File: src/rtl/z_result_stage.sv
// Result stage: buffers ALU results in a small FIFO and drains them onto a shared bus
// as LO (and optionally HI) beats. Define Z_FLAGS_EN to build the zero/negative flags.
module z_result_stage #(
  parameter int unsigned BITS  = 32,
  parameter int unsigned DEPTH = 2
) (
  input  logic              clk,
  input  logic              clr,
  input  logic              z_in,
  input  logic              hi_en,
  input  logic [2*BITS-1:0] result_in,
  output logic              z_ready,
  output logic              bus_req,
  input  logic              bus_grant,
  output logic              bus_valid,
  output logic [BITS-1:0]   bus_out,
  output logic              bus_last,
  output logic              overflow,
  output logic              zero_flag,
  output logic              neg_flag
);

  localparam int unsigned PtrW = (DEPTH > 1) ? $clog2(DEPTH) : 1;
  localparam int unsigned CntW = $clog2(DEPTH + 1);

  typedef enum logic [1:0] {StIdle, StReq, StLo, StHi} state_e;

  state_e r_state, w_state_d;

  logic [2*BITS-1:0] r_data [DEPTH];
  logic [DEPTH-1:0]  r_hi;
  logic [PtrW-1:0]   r_wr_ptr, r_rd_ptr;
  logic [CntW-1:0]   r_count, w_count_d;
  logic              r_overflow;

  logic              w_full, w_push, w_pop;
  logic [2*BITS-1:0] w_head;
  logic              w_head_hi;

  assign w_full    = (r_count == CntW'(DEPTH));
  assign z_ready   = ~w_full;
  assign w_push    = z_in & ~w_full;
  assign w_head    = r_data[r_rd_ptr];
  assign w_head_hi = r_hi[r_rd_ptr];
  // Pop decode kept outside the FSM block so the next-state path has no comb loop.
  assign w_pop     = ((r_state == StLo) & ~w_head_hi) | (r_state == StHi);
  assign w_count_d = r_count + CntW'(w_push) - CntW'(w_pop);
  assign overflow  = r_overflow;

  always_ff @(posedge clk) begin
    if (w_push) begin
      r_data[r_wr_ptr] <= result_in;
      r_hi[r_wr_ptr]   <= hi_en;
    end
  end

  // Pointers wrap naturally since DEPTH is a power of two.
  always_ff @(posedge clk or negedge clr) begin
    if (!clr) begin
      r_wr_ptr   <= '0;
      r_rd_ptr   <= '0;
      r_count    <= '0;
      r_overflow <= 1'b0;
      r_state    <= StIdle;
    end else begin
      if (w_push) r_wr_ptr <= r_wr_ptr + PtrW'(1);
      if (w_pop)  r_rd_ptr <= r_rd_ptr + PtrW'(1);
      r_count    <= w_count_d;
      r_overflow <= r_overflow | (z_in & w_full);
      r_state    <= w_state_d;
    end
  end

  always_comb begin
    w_state_d = r_state;
    bus_req   = 1'b0;
    bus_valid = 1'b0;
    bus_last  = 1'b0;
    bus_out   = '0;
    unique case (r_state)
      StIdle: begin
        if (r_count != '0) w_state_d = StReq;
      end
      StReq: begin
        bus_req = 1'b1;
        if (bus_grant) w_state_d = StLo;
      end
      StLo: begin
        bus_valid = 1'b1;
        bus_out   = w_head[BITS-1:0];
        bus_last  = ~w_head_hi;
        if (w_head_hi) w_state_d = StHi;
        else           w_state_d = (w_count_d != '0) ? StReq : StIdle;
      end
      StHi: begin
        bus_valid = 1'b1;
        bus_out   = w_head[2*BITS-1:BITS];
        bus_last  = 1'b1;
        w_state_d = (w_count_d != '0) ? StReq : StIdle;
      end
      default: w_state_d = StIdle;
    endcase
  end

`ifdef Z_FLAGS_EN
  logic r_zero, r_neg;
  logic w_zero_d, w_neg_d;

  assign w_zero_d = hi_en ? (result_in == '0) : (result_in[BITS-1:0] == '0);
  assign w_neg_d  = hi_en ? result_in[2*BITS-1] : result_in[BITS-1];

  always_ff @(posedge clk or negedge clr) begin
    if (!clr) begin
      r_zero <= 1'b0;
      r_neg  <= 1'b0;
    end else if (w_push) begin
      r_zero <= w_zero_d;
      r_neg  <= w_neg_d;
    end
  end

  assign zero_flag = r_zero;
  assign neg_flag  = r_neg;
`else
  assign zero_flag = 1'b0;
  assign neg_flag  = 1'b0;
`endif

endmodule

File: config.mk
export PLATFORM = sky130hd
export DESIGN_NAME = z_result_stage
export DESIGN_NICKNAME = d
export VERILOG_FILES = /design/src/rtl/z_result_stage.sv
export SDC_FILE = /design/constraint.sdc
export NUM_CORES = 1
export LEC_CHECK = 0
export ABC_AREA = 1
export BUFFER_PORTS_ARGS = -buffer_cell sky130_fd_sc_hd__buf_4
export CORE_ASPECT_RATIO = 0.8
export CORE_MARGIN = 2
export CORE_UTILIZATION = 46
export CTS_CLUSTER_SIZE = 30
export DETAILED_ROUTE_END_ITERATION = 10
export PLACE_DENSITY = 0.68
export SLEW_MARGIN = 15
export SYNTH_ARGS = -nofsm -noshare
export SYNTH_HDL_FRONTEND = slang
export SYNTH_SLANG_ARGS = --single-unit
export TNS_END_PERCENT = 30
File: constraint.sdc
create_clock -name clk -period 6 [get_ports clk]
set_input_delay 0.9 -clock clk [delete_from_list [all_inputs] [get_ports clk]]
set_output_delay 0.9 -clock clk [all_outputs]
set_load 0.01 [all_outputs]
==> flow_metrics.py <==
metrics = {
    "floorplan": {
        "die_w_um": 126,
        "die_area_um2": 12800,
        "boundaryPins": 108,
        "die-height_um": 102,
        "start_util_pct": 47.5,
        "rows": 35,
        "core-area_um2": 11600,
    },
    "clock_tree": {
        "clockBufferDepth": 2,
        "post_cts_buffers": 0,
        "cts_tree": "built",
        "clk_latency_ns": 0.41,
        "post_cts_resized": 0,
        "hold_buffers": 0,
        "cts.sinks": 137,
        "htreeDepth": 4,
        "path_clk_slew_ns": 0.06,
        "cts_root_buf": "clkbuf_16",
        "cts_buffers": 17,
    },
    "place": {
        "dp_cells": 604,
        "dp_slack_ns": 3.22,
        "gp_congestion": 0.788,
        "dpl.hpwl_um": 6390,
        "portBuffers": 105,
    },
    "final_layout": {
        "fillers": 917,
        "finalNonFillerCells": 636,
        "area_growth_pct": 28.0,
        "final_cell_mix": "edfxtp_1, buf_4, nor2_1",
        "antenna_cells": 0,
        "final_nets": 545,
        "drive_gt1_share_pct": 37.3,
        "layout_commonest_cell": "edfxtp_1",
    },
    "timing": {
        "min_period_ns": 3.23,
        "max_slew_margin_pct": 27.0,
        "rsz0062_at_grt": "no",
        "tightest_slew_ns": 1.09,
        "finalCritPeriodShare_pct": 53.8,
        "final-max-slew-violation-count": 0,
        "holdWs_ns": 0.295,
        "clock.fmax_mhz": 310,
        "setup_viol": 0,
        "setup_slack_ns": 2.77,
        "tns_ns": 0,
        "fin_skew_ns": 0.00663,
        "hold_viol_final": 0,
    },
    "synth": {
        "seq_area_frac_synth_pct": 74.2,
        "synth_cell_types": 28,
        "synth_area_um2": 5490,
        "yosys_register_bits": 137,
        "synth-simple-area-share_pct": 9.41,
        "synth_warnings": 0,
        "synth-xor-area-share_pct": 0.159,
        "synth_compound_area_share_pct": 12.4,
        "synth_top_family_by_area": "compound AO/OA/AOI/OAI gates",
        "synthCells": 370,
        "synth_mux_area_share_pct": 0,
        "synthAdderAreaFrac_pct": 0.228,
        "avgSynthCellArea_um2": 14.8,
    },
    "global_route": {
        "antenna_found_initial": 0,
        "grt_pass1_wl_um": 17400,
        "grt_pass1_vias": 3346,
        "grt_usage_pct": 18.3,
        "grt.overflow.total": 0,
        "grt_max_degree": 67,
    },
    "setup_path": {
        "crit_family": "simple AND/OR/NAND/NOR gates",
        "worst_setup_path_end_kind": "primary output",
        "rrSetupSlack_ns": 3.53,
        "start_kind": "flip-flop",
        "path_cells": "nand2_2 -> o32ai_2 -> buf_4",
        "cp.arrival_ns": 2.33,
        "crit_buf_inv": 1,
        "slowest_delay_ns": 0.68,
        "required_ns": 5.10,
        "critPathMaxFanout": 32,
        "path_class": "flip-flop to primary output",
        "slowest_stage": "nand2_2",
    },
    "status": {
        "status": "finished clean",
    },
    "routing": {
        "drc_errors": 0,
        "routed_wl_um": 11200,
        "routed_via_density": 5.33,
        "ant_nets": 0,
        "vias": 3390,
        "drt_iter0_drc": 336,
        "wl_per_cell_um": 17.6,
        "dr.pass1.iters": 5,
    },
    "pwr": {
        "design_power_total_mw": 3.79,
        "vdd_ir_drop_max_mv": 0.234,
        "leakage_nw": 2.66,
        "cellPowerDensity_nw_per_um2": 538,
    },
    "job": {
        "max_cap_violations": 0,
    },
    "worst_hold_path": {
        "min-delay-path-class": "input pin to async pin",
    },
}
cells by family (layout without fill, tap and decap cells):
family / after synthesis / in the layout
and+or+nand+nor: 127 / 127
adders and majority gates: 1 / 1
AOI/OAI and AO/OA: 66 / 66
xor gates and xnor gates: 1 / 1
buffers and inverters: 37 / 154
DFF: 137 / 137
other: 1 / 2
state kept, by name (all words and copies together), names as in the netlist:
| name | count |
|---|---|
| r_rd_ptr | 1 |
| r_hi | 2 |
| r_wr_ptr | 1 |
| r_count | 2 |
| r_data | 128 |
| overflow | 1 |
| r_state | 2 |
report_power, final:
group          switching [mW]  leakage [nW]  internal [mW]
sequential             0.0691          1.28           1.31
clock                   0.381         0.319          0.775
combinational           0.768          1.06          0.482
total                    1.22          2.66           2.57
final timing paths:
check	start	end	cells past startpoint
worst max-delay path	r_state[1]	bus_out[2]	3
worst min-delay path	clr	r_state[1]	1
worst max register to register	r_rd_ptr	r_state[0]	17
worst min register to register	overflow	overflow	1
max in group asynchronous	clr	r_rd_ptr	1
min in group clk	overflow	overflow	1
through the flow:
stage	cell area, µm²	utilization, %
3_3_place_gp	6380	55.2
3_5_place_dp	6380	55.2
5_1_grt	7030	60.8
4_1_cts	7030	60.8
2_1_floorplan	5500	-
6_report	7030	60.8
cell type report:
class	count	area [µm²]	area share [%]
multi-input combinational	197	1240	17.7
clock inverter	14	228	3.24
tap	148	185	2.63
inverter	13	51.3	0.729
sequential	137	4080	58.0
clock buffer	18	429	6.10
timing repair buffer	109	818	11.6
metal layers:
metal  GRT usage (%)  share of wire [%]  vias up
li1                -                  -     1576
met1            24.7                 45     1684
met2            28.6                 47      117
met3            5.28                6.1       13
met4            6.59                1.2        0
met5               0                  0        -
cell usage after synthesis:
cell type | n | area [µm²]
edfxtp_1 | 130 | 3900
nor2_1 | 103 | 387
o32ai_2 | 30 | 488
o21ai_0 | 28 | 140
nand2_1 | 14 | 52.6
buf_2 | 12 | 60.1
inv_1 | 9 | 33.8
dfrtp_1 | 7 | 175
buf_4 | 6 | 45.0
clkbuf_1 | 4 | 15.0
o21ai_1 | 4 | 20.0
inv_2 | 3 | 11.3
nand3_1 | 3 | 15.0
buf_6 | 2 | 22.5
o32ai_1 | 2 | 17.5
a21oi_1 | 1 | 5.00
a31o_2 | 1 | 8.76
conb_1 | 1 | 3.75
ha_1 | 1 | 12.5
inv_4 | 1 | 6.26
nand2_2 | 1 | 6.26
nand2_4 | 1 | 11.3
nand3_2 | 1 | 10.0
nand3_4 | 1 | 17.5
nand4_1 | 1 | 6.26
nor2_2 | 1 | 6.26
nor3_1 | 1 | 5.00
xor2_1 | 1 | 8.76
Power figures use the tool's default switching activity.
